[config.mk]
export PLATFORM = sky130hd
export DESIGN_NAME = fetch_mem_arbiter
export DESIGN_NICKNAME = d
export VERILOG_FILES = /design/src/rtl/fetch_mem_arbiter.sv
export SDC_FILE = /design/constraint.sdc
export NUM_CORES = 1
export LEC_CHECK = 0
export ABC_CLOCK_PERIOD_IN_PS = 1700
export CORE_ASPECT_RATIO = 1.5
export CORE_MARGIN = 5
export CORE_UTILIZATION = 37
export CTS_CLUSTER_DIAMETER = 30
export DETAILED_ROUTE_END_ITERATION = 8
export GPL_TIMING_DRIVEN = 0
export PLACE_DENSITY = 0.77
export REMOVE_ABC_BUFFERS = 1
export SETUP_SLACK_MARGIN = 0.5
export SYNTH_ARGS = -nofsm -noshare
export SYNTH_HDL_FRONTEND = slang
export SYNTH_SLANG_ARGS = --single-unit
export TNS_END_PERCENT = 20
[constraint.sdc]
create_clock -name CLK -period 1.7 [get_ports CLK]
set_input_delay 0.51 -clock CLK [delete_from_list [all_inputs] [get_ports CLK]]
set_output_delay 0.51 -clock CLK [all_outputs]
set_load 0.03 [all_outputs]
[src/rtl/fetch_mem_arbiter.sv]
// Arbitrates one RAM port between instruction fetch and data memory access.
// Data wins by default; a starvation counter forces an instruction grant.
module fetch_mem_arbiter #(
  parameter int ADDR_W       = 32,
  parameter int DATA_W       = 32,
  parameter int STARVE_LIMIT = 4
) (
  input  logic              CLK,
  input  logic              nRST,
  input  logic              iren,
  input  logic [ADDR_W-1:0] iaddr,
  input  logic              iabort,
  output logic              ihit,
  output logic [DATA_W-1:0] iload,
  input  logic              dren,
  input  logic              dwen,
  input  logic [ADDR_W-1:0] daddr,
  input  logic [DATA_W-1:0] dstore,
  output logic              dhit,
  output logic [DATA_W-1:0] dload,
  output logic [ADDR_W-1:0] ram_addr,
  output logic [DATA_W-1:0] ram_store,
  output logic              ram_ren,
  output logic              ram_wen,
  input  logic              ram_ready,
  input  logic [DATA_W-1:0] ram_load,
  output logic [1:0]        dbg_state
);

  // Handshake: each requester holds its request until its one-cycle hit pulse;
  // the RAM holds ram_ready high for the single cycle that completes an access.

  typedef enum logic [1:0] {
    IDLE = 2'd0,
    IREQ = 2'd1,
    DREQ = 2'd2,
    RESP = 2'd3
  } state_t;

  localparam int CNT_W = $clog2(STARVE_LIMIT + 1);
  localparam logic [CNT_W-1:0] LIMIT = CNT_W'(STARVE_LIMIT);

  state_t            state_q, state_d;
  logic [CNT_W-1:0]  starve_q, starve_d;
  logic              squash_q, squash_d;
  logic              ihit_d, dhit_d;
  logic [DATA_W-1:0] iload_d, dload_d;
  logic [ADDR_W-1:0] ram_addr_d;
  logic [DATA_W-1:0] ram_store_d;
  logic              ram_ren_d, ram_wen_d;

  assign dbg_state = state_q;

  always_ff @(posedge CLK or negedge nRST) begin
    if (!nRST) begin
      state_q   <= IDLE;
      starve_q  <= '0;
      squash_q  <= 1'b0;
      ihit      <= 1'b0;
      dhit      <= 1'b0;
      iload     <= '0;
      dload     <= '0;
      ram_addr  <= '0;
      ram_store <= '0;
      ram_ren   <= 1'b0;
      ram_wen   <= 1'b0;
    end else begin
      state_q   <= state_d;
      starve_q  <= starve_d;
      squash_q  <= squash_d;
      ihit      <= ihit_d;
      dhit      <= dhit_d;
      iload     <= iload_d;
      dload     <= dload_d;
      ram_addr  <= ram_addr_d;
      ram_store <= ram_store_d;
      ram_ren   <= ram_ren_d;
      ram_wen   <= ram_wen_d;
    end
  end

  always_comb begin
    state_d     = state_q;
    starve_d    = starve_q;
    squash_d    = squash_q;
    ihit_d      = 1'b0;
    dhit_d      = 1'b0;
    iload_d     = iload;
    dload_d     = dload;
    ram_addr_d  = ram_addr;
    ram_store_d = ram_store;
    ram_ren_d   = ram_ren;
    ram_wen_d   = ram_wen;
    unique case (state_q)
      IDLE: begin
        squash_d = 1'b0;
        if ((dren || dwen) && !(iren && starve_q == LIMIT)) begin
          state_d     = DREQ;
          starve_d    = iren ? starve_q + 1'b1 : '0;
          ram_addr_d  = daddr;
          ram_store_d = dstore;
          // A simultaneous read and write request is served as a write.
          ram_wen_d   = dwen;
          ram_ren_d   = ~dwen;
        end else if (iren) begin
          state_d    = IREQ;
          starve_d   = '0;
          ram_addr_d = iaddr;
          ram_ren_d  = 1'b1;
          ram_wen_d  = 1'b0;
        end
      end
      IREQ: begin
        if (iabort) squash_d = 1'b1;
        if (ram_ready) begin
          state_d   = RESP;
          ram_ren_d = 1'b0;
          ram_wen_d = 1'b0;
          // An abort in the completing cycle counts as well as an earlier one.
          if (!(squash_q || iabort)) begin
            ihit_d  = 1'b1;
            iload_d = ram_load;
          end
        end
      end
      DREQ: begin
        if (ram_ready) begin
          state_d   = RESP;
          ram_ren_d = 1'b0;
          ram_wen_d = 1'b0;
          dhit_d    = 1'b1;
          if (!ram_wen) dload_d = ram_load;
        end
      end
      RESP: begin
        state_d  = IDLE;
        squash_d = 1'b0;
      end
      default: state_d = IDLE;
    endcase
  end

endmodule
==> results <==
- Sequential cells were found to cover between 50% and 60% of the synthesized design area.
- For the pin with the worst max-slew slack, the measured transition is between 0.6 and 0.7 ns.
- The wire length of the first global-routing pass is ~32 mm.
- Measured along the y axis, the die boundary spans 163 um.
- The antenna cell count is 0.
- The number of buffers and inverters on the critical path is 4.
- The clock tree from TritonCTS is built.
- The setup skew after layout is approximately 0.012 ns.
- In this run the number of H-tree levels came out at 4.
- The initial antenna violation count was 1.
- Relative to the synthesized area, the layout overhead comes to 88.1%.
- For this run, the slowest stage of the critical path takes between 0.4 and 0.5 ns.
- The share of final-layout standard cells stronger than drive strength 1 is between 50% and 60%.
- The min-delay analysis places its worst path in the category in2async.
- The number of placement rows is 56.
- Data arrives at the worst endpoint at approximately 2.0 ns.
- The capturing element type of the critical path is a register.
- The length of routed met3 wiring is 1.74 mm.
- The leakage component of the power is about 4.8 nW.
- The final clock period utilization by the worst path is 103%.
- The worst slew slack as a fraction of its limit is a little under three fifths.
- The die footprint is 18300 um2.
- Setup repair after global routing could not meet its margin everywhere.
- The number of DRC violations after detailed-routing iteration 0 is between 200 and 250.
- The overall track demand over capacity in global routing is between 20% and 30%.
- After legalization and detailed placement, the total HPWL measured 13.0 mm.
- The detailed-route wire length on metal 1 is around 8 mm.
- Summed over all layers, the global routing overflow is 0.
- The count of state elements after synthesis is approximately 140.
- Of all flip-flops after synthesis, the portion carrying an async set or reset was 100%.
- Entering global routing, the biggest net connects 71 pins.
- The clock passes through at most 2 buffers.
- sky130_fd_sc_hd__dfrtp_1 takes more of the synthesized area than any other cell.
- Once placement finished, the instance area stood at a little under 9000 um2.
- The number of endpoints with negative hold slack in the final report came to 0.
- The post-route worst setup slack is -0.0472 ns.
- The clock transition at the registers of the reported paths is 0.07 ns.
- The number of clock buffers added by TritonCTS is 17.
- CTS saw roughly 140 sinks.
- After detailed routing, the number of remaining DRC violations is 0.
- The number of max-slew violations in the final report is 0.
- The number of nets in the finished design is roughly 900.
- The worst IR drop on VDD is between 0.001 and 0.0015 V.
- In this run the worst path has a maximum fanout of 7.
- The kind of start point of the critical path is a register.
- The signal on the critical path passes through inv_2 > buf_6 > ha_4 > and3_4 > buf_12 > buf_12 > mux2_4.
- The number of gates on the worst path with buffers counted is 7.
- The depth of the worst register-to-register path is 7.
- Yosys printed 0 warnings.
- On the critical path, the stage with the largest delay is an instance of sky130_fd_sc_hd__dfrtp_1.
- The fmax is 572 MHz.
- The critical path data required time is 1.99 ns.
- approximately 270 I/O pins were placed.
- Broken down by cell family, the worst path's largest delay share belongs to buffers and inverters.
- In this run the remaining antenna-violating nets after routing total 0.
- The top cell type by area accounts for between 50 and 60% of the synthesized area.
- The synthesized netlist cell count is 441.
- The number of distinct library cells after synthesis is 33.
- The total number of vias is approximately 5100.
- Sorting the synthesized cells by area gives the leading types as sky130_fd_sc_hd__dfrtp_1 (59%), sky130_fd_sc_hd__mux2_2 (13%), sky130_fd_sc_hd__mux2_4 (7.2%), sky130_fd_sc_hd__a31oi_1 (3.4%), sky130_fd_sc_hd__o21ai_0 (2.9%).
- Once layout is done, the placed cells without fillers occupy 10900 um2.
- In this run the horizontal extent of the chip is roughly 110 um.
- In the synthesized netlist the dominant register cell turns out to be sky130_fd_sc_hd__dfrtp_1.
- Dividing total power by cell area gives a power density of 2250 nW/um2.
- The tree is rooted in a sky130_fd_sc_hd__clkbuf_16.
- The overall power after layout is between 20 and 25 mW.
- The run finished, with violations left.
- After synthesis, the most frequently instantiated cells are sky130_fd_sc_hd__dfrtp_1 (138), sky130_fd_sc_hd__mux2_2 (68), sky130_fd_sc_hd__nor2_1 (37).
- After detailed routing, the met2 layer carries ~12 mm of wire.
- Subtracting the final worst setup slack from the clock period gives between 1.5 and 2 ns.
- The area of the mapped netlist is between 5000 and 6000 um2.
- The reported max-cap violation count is 0.
- Counting flops with a built-in enable in the synthesized netlist gives 0.
- The synthesized area per cell is 13.2 um2.
- The final reports fail on setup timing.
- In this run the standard cell core region covers between 15000 and 20000 um2.
- By startpoint and endpoint, the worst setup path is classified as reg2reg.
- The post-cts hold buffer count is 0.
- The count of endpoints failing setup in the final report is 32.
- The highest signal layer in the routed design is met5.
- The count of port buffers added during placement is ~270.
- The routed design has ~22 mm of wire.
- The fraction of the core area covered by cells at the end of the flow is between 70 and 80%.
- Once the floorplan was initialized, standard cells occupied between 30% and 40% of the core.
- The layout has about 1000 filler cells.
- The post-detailed-route wirelength per cell is about 23 um.
- The cell repeated most along the worst path is sky130_fd_sc_hd__buf_12.
- The library cell with the highest instance count after synthesis is sky130_fd_sc_hd__dfrtp_1.
- The global placer's final weighted congestion is slightly above 0.8.
- The post-place setup slack is -1.94 ns.
- For this run, the detailed router's first-pass iteration total came to 4.
- The clock latency on the worst-skew pair is approximately 0.41 ns.
- The number of global-route vias before repair is about 5600.
- The via density per instance is roughly 5.2.
- The setup TNS after final layout is -0.611 ns.
==> repair_timing <==
action	in CTS	in global routing
endpoints found under the setup margin	271	271
buffers inserted	39	5
gates cloned	12	1
pin swaps	17	24
gates resized for setup	341	786
==> sequential cells by signal, summed over array words and instances, names as in the netlist <==
name,flops
dload,32
iload,32
ram_addr,32
ram_store,32
starve_q,3
dbg_state,2
dhit,1
ihit,1
ram_ren,1
ram_wen,1
squash_q,1
==> cell usage in the layout, fill, tap and decap left out, types with 4 or more instances in the layout <==
cell type                         netlist  routed
sky130_fd_sc_hd__inv_2                  0       4
sky130_fd_sc_hd__a31oi_1               32      11
sky130_fd_sc_hd__and3_4                 1       4
sky130_fd_sc_hd__bufinv_16              0       4
sky130_fd_sc_hd__mux2_2                68      14
sky130_fd_sc_hd__buf_4                  0      22
sky130_fd_sc_hd__buf_6                  6     142
sky130_fd_sc_hd__clkdlybuf4s15_2        0       4
sky130_fd_sc_hd__nor2_1                37      35
sky130_fd_sc_hd__clkbuf_16              0      18
sky130_fd_sc_hd__a21oi_1               33      15
sky130_fd_sc_hd__clkdlybuf4s50_1        0     128
sky130_fd_sc_hd__nand2b_4               0       4
sky130_fd_sc_hd__buf_12                 0      13
sky130_fd_sc_hd__buf_16                 0       4
sky130_fd_sc_hd__a21oi_2                0      18
sky130_fd_sc_hd__o21ai_0               34      31
sky130_fd_sc_hd__a31oi_4                0      18
sky130_fd_sc_hd__mux2_4                28      83
sky130_fd_sc_hd__dfrtp_1              138     135
==> logic make-up after synthesis <==
kind of cell    count (synthesis)  share of synthesized area, %
compound gates                109                          10.8
flops                         138                          59.5
mux                            99                          21.0
fa+ha+maj                       7                          1.51
simple gates                   49                          3.84
buf+inv                        39                          3.45
==> area by class of cell <==
cell class	count	area [um2]	share of cell area (%)
Multi-Input combinational cell	272	2980	27.3
Inverter	5	18.8	0.172
Clock buffer	17	425	3.89
Timing Repair Buffer	322	3590	32.9
Clock inverter	13	195	1.79
Tap cell	203	254	2.33
Sequential cell	138	3460	31.6
==> power breakdown <==
group | switching, mW | total [mW] | internal (mW)
combinational | 6.98 | 14.3 | 7.29
clock | 1.48 | 3.95 | 2.46
sequential | 1.39 | 6.36 | 4.97
==> stage by stage <==
stage | hold slack, ns | instances
floorplan | 0.214 | 407
global placement | 0.469 | 878
detailed placement | 0.481 | 883
CTS | 0.122 | 964
global route | 0.135 | 970
finish | 0.0910 | 970
==> worst paths after layout <==
check	slack, ns	startpoint	to
hold reg to reg	0.52	ram_ren	ram_ren
setup / recovery	-0.05	dbg_state[1]	ram_store[18]
hold / removal	0.09	nRST	iload[10]
setup reg to reg	-0.05	dbg_state[1]	ram_store[18]
max in group asynchronous	0.79	nRST	ram_wen
min in group CLK	0.52	ram_ren	ram_ren
==> metal layers <==
metal / vias up / global-route usage (%)
li1: 2233 / -
met1: 2527 / 25.1
met2: 266 / 41.9
met3: 48 / 6.75
met4: 2 / 8.47
met5: - / 0
==> worst register-to-register path, stage by stage, from the launching register on <==
cell                      delay, ns
sky130_fd_sc_hd__dfrtp_1       0.42
sky130_fd_sc_hd__inv_2         0.11
sky130_fd_sc_hd__buf_6         0.12
sky130_fd_sc_hd__ha_4          0.18
sky130_fd_sc_hd__and3_4        0.24
sky130_fd_sc_hd__buf_12        0.12
sky130_fd_sc_hd__buf_12        0.13
sky130_fd_sc_hd__mux2_4        0.31
(Power assumes the default switching activity.)
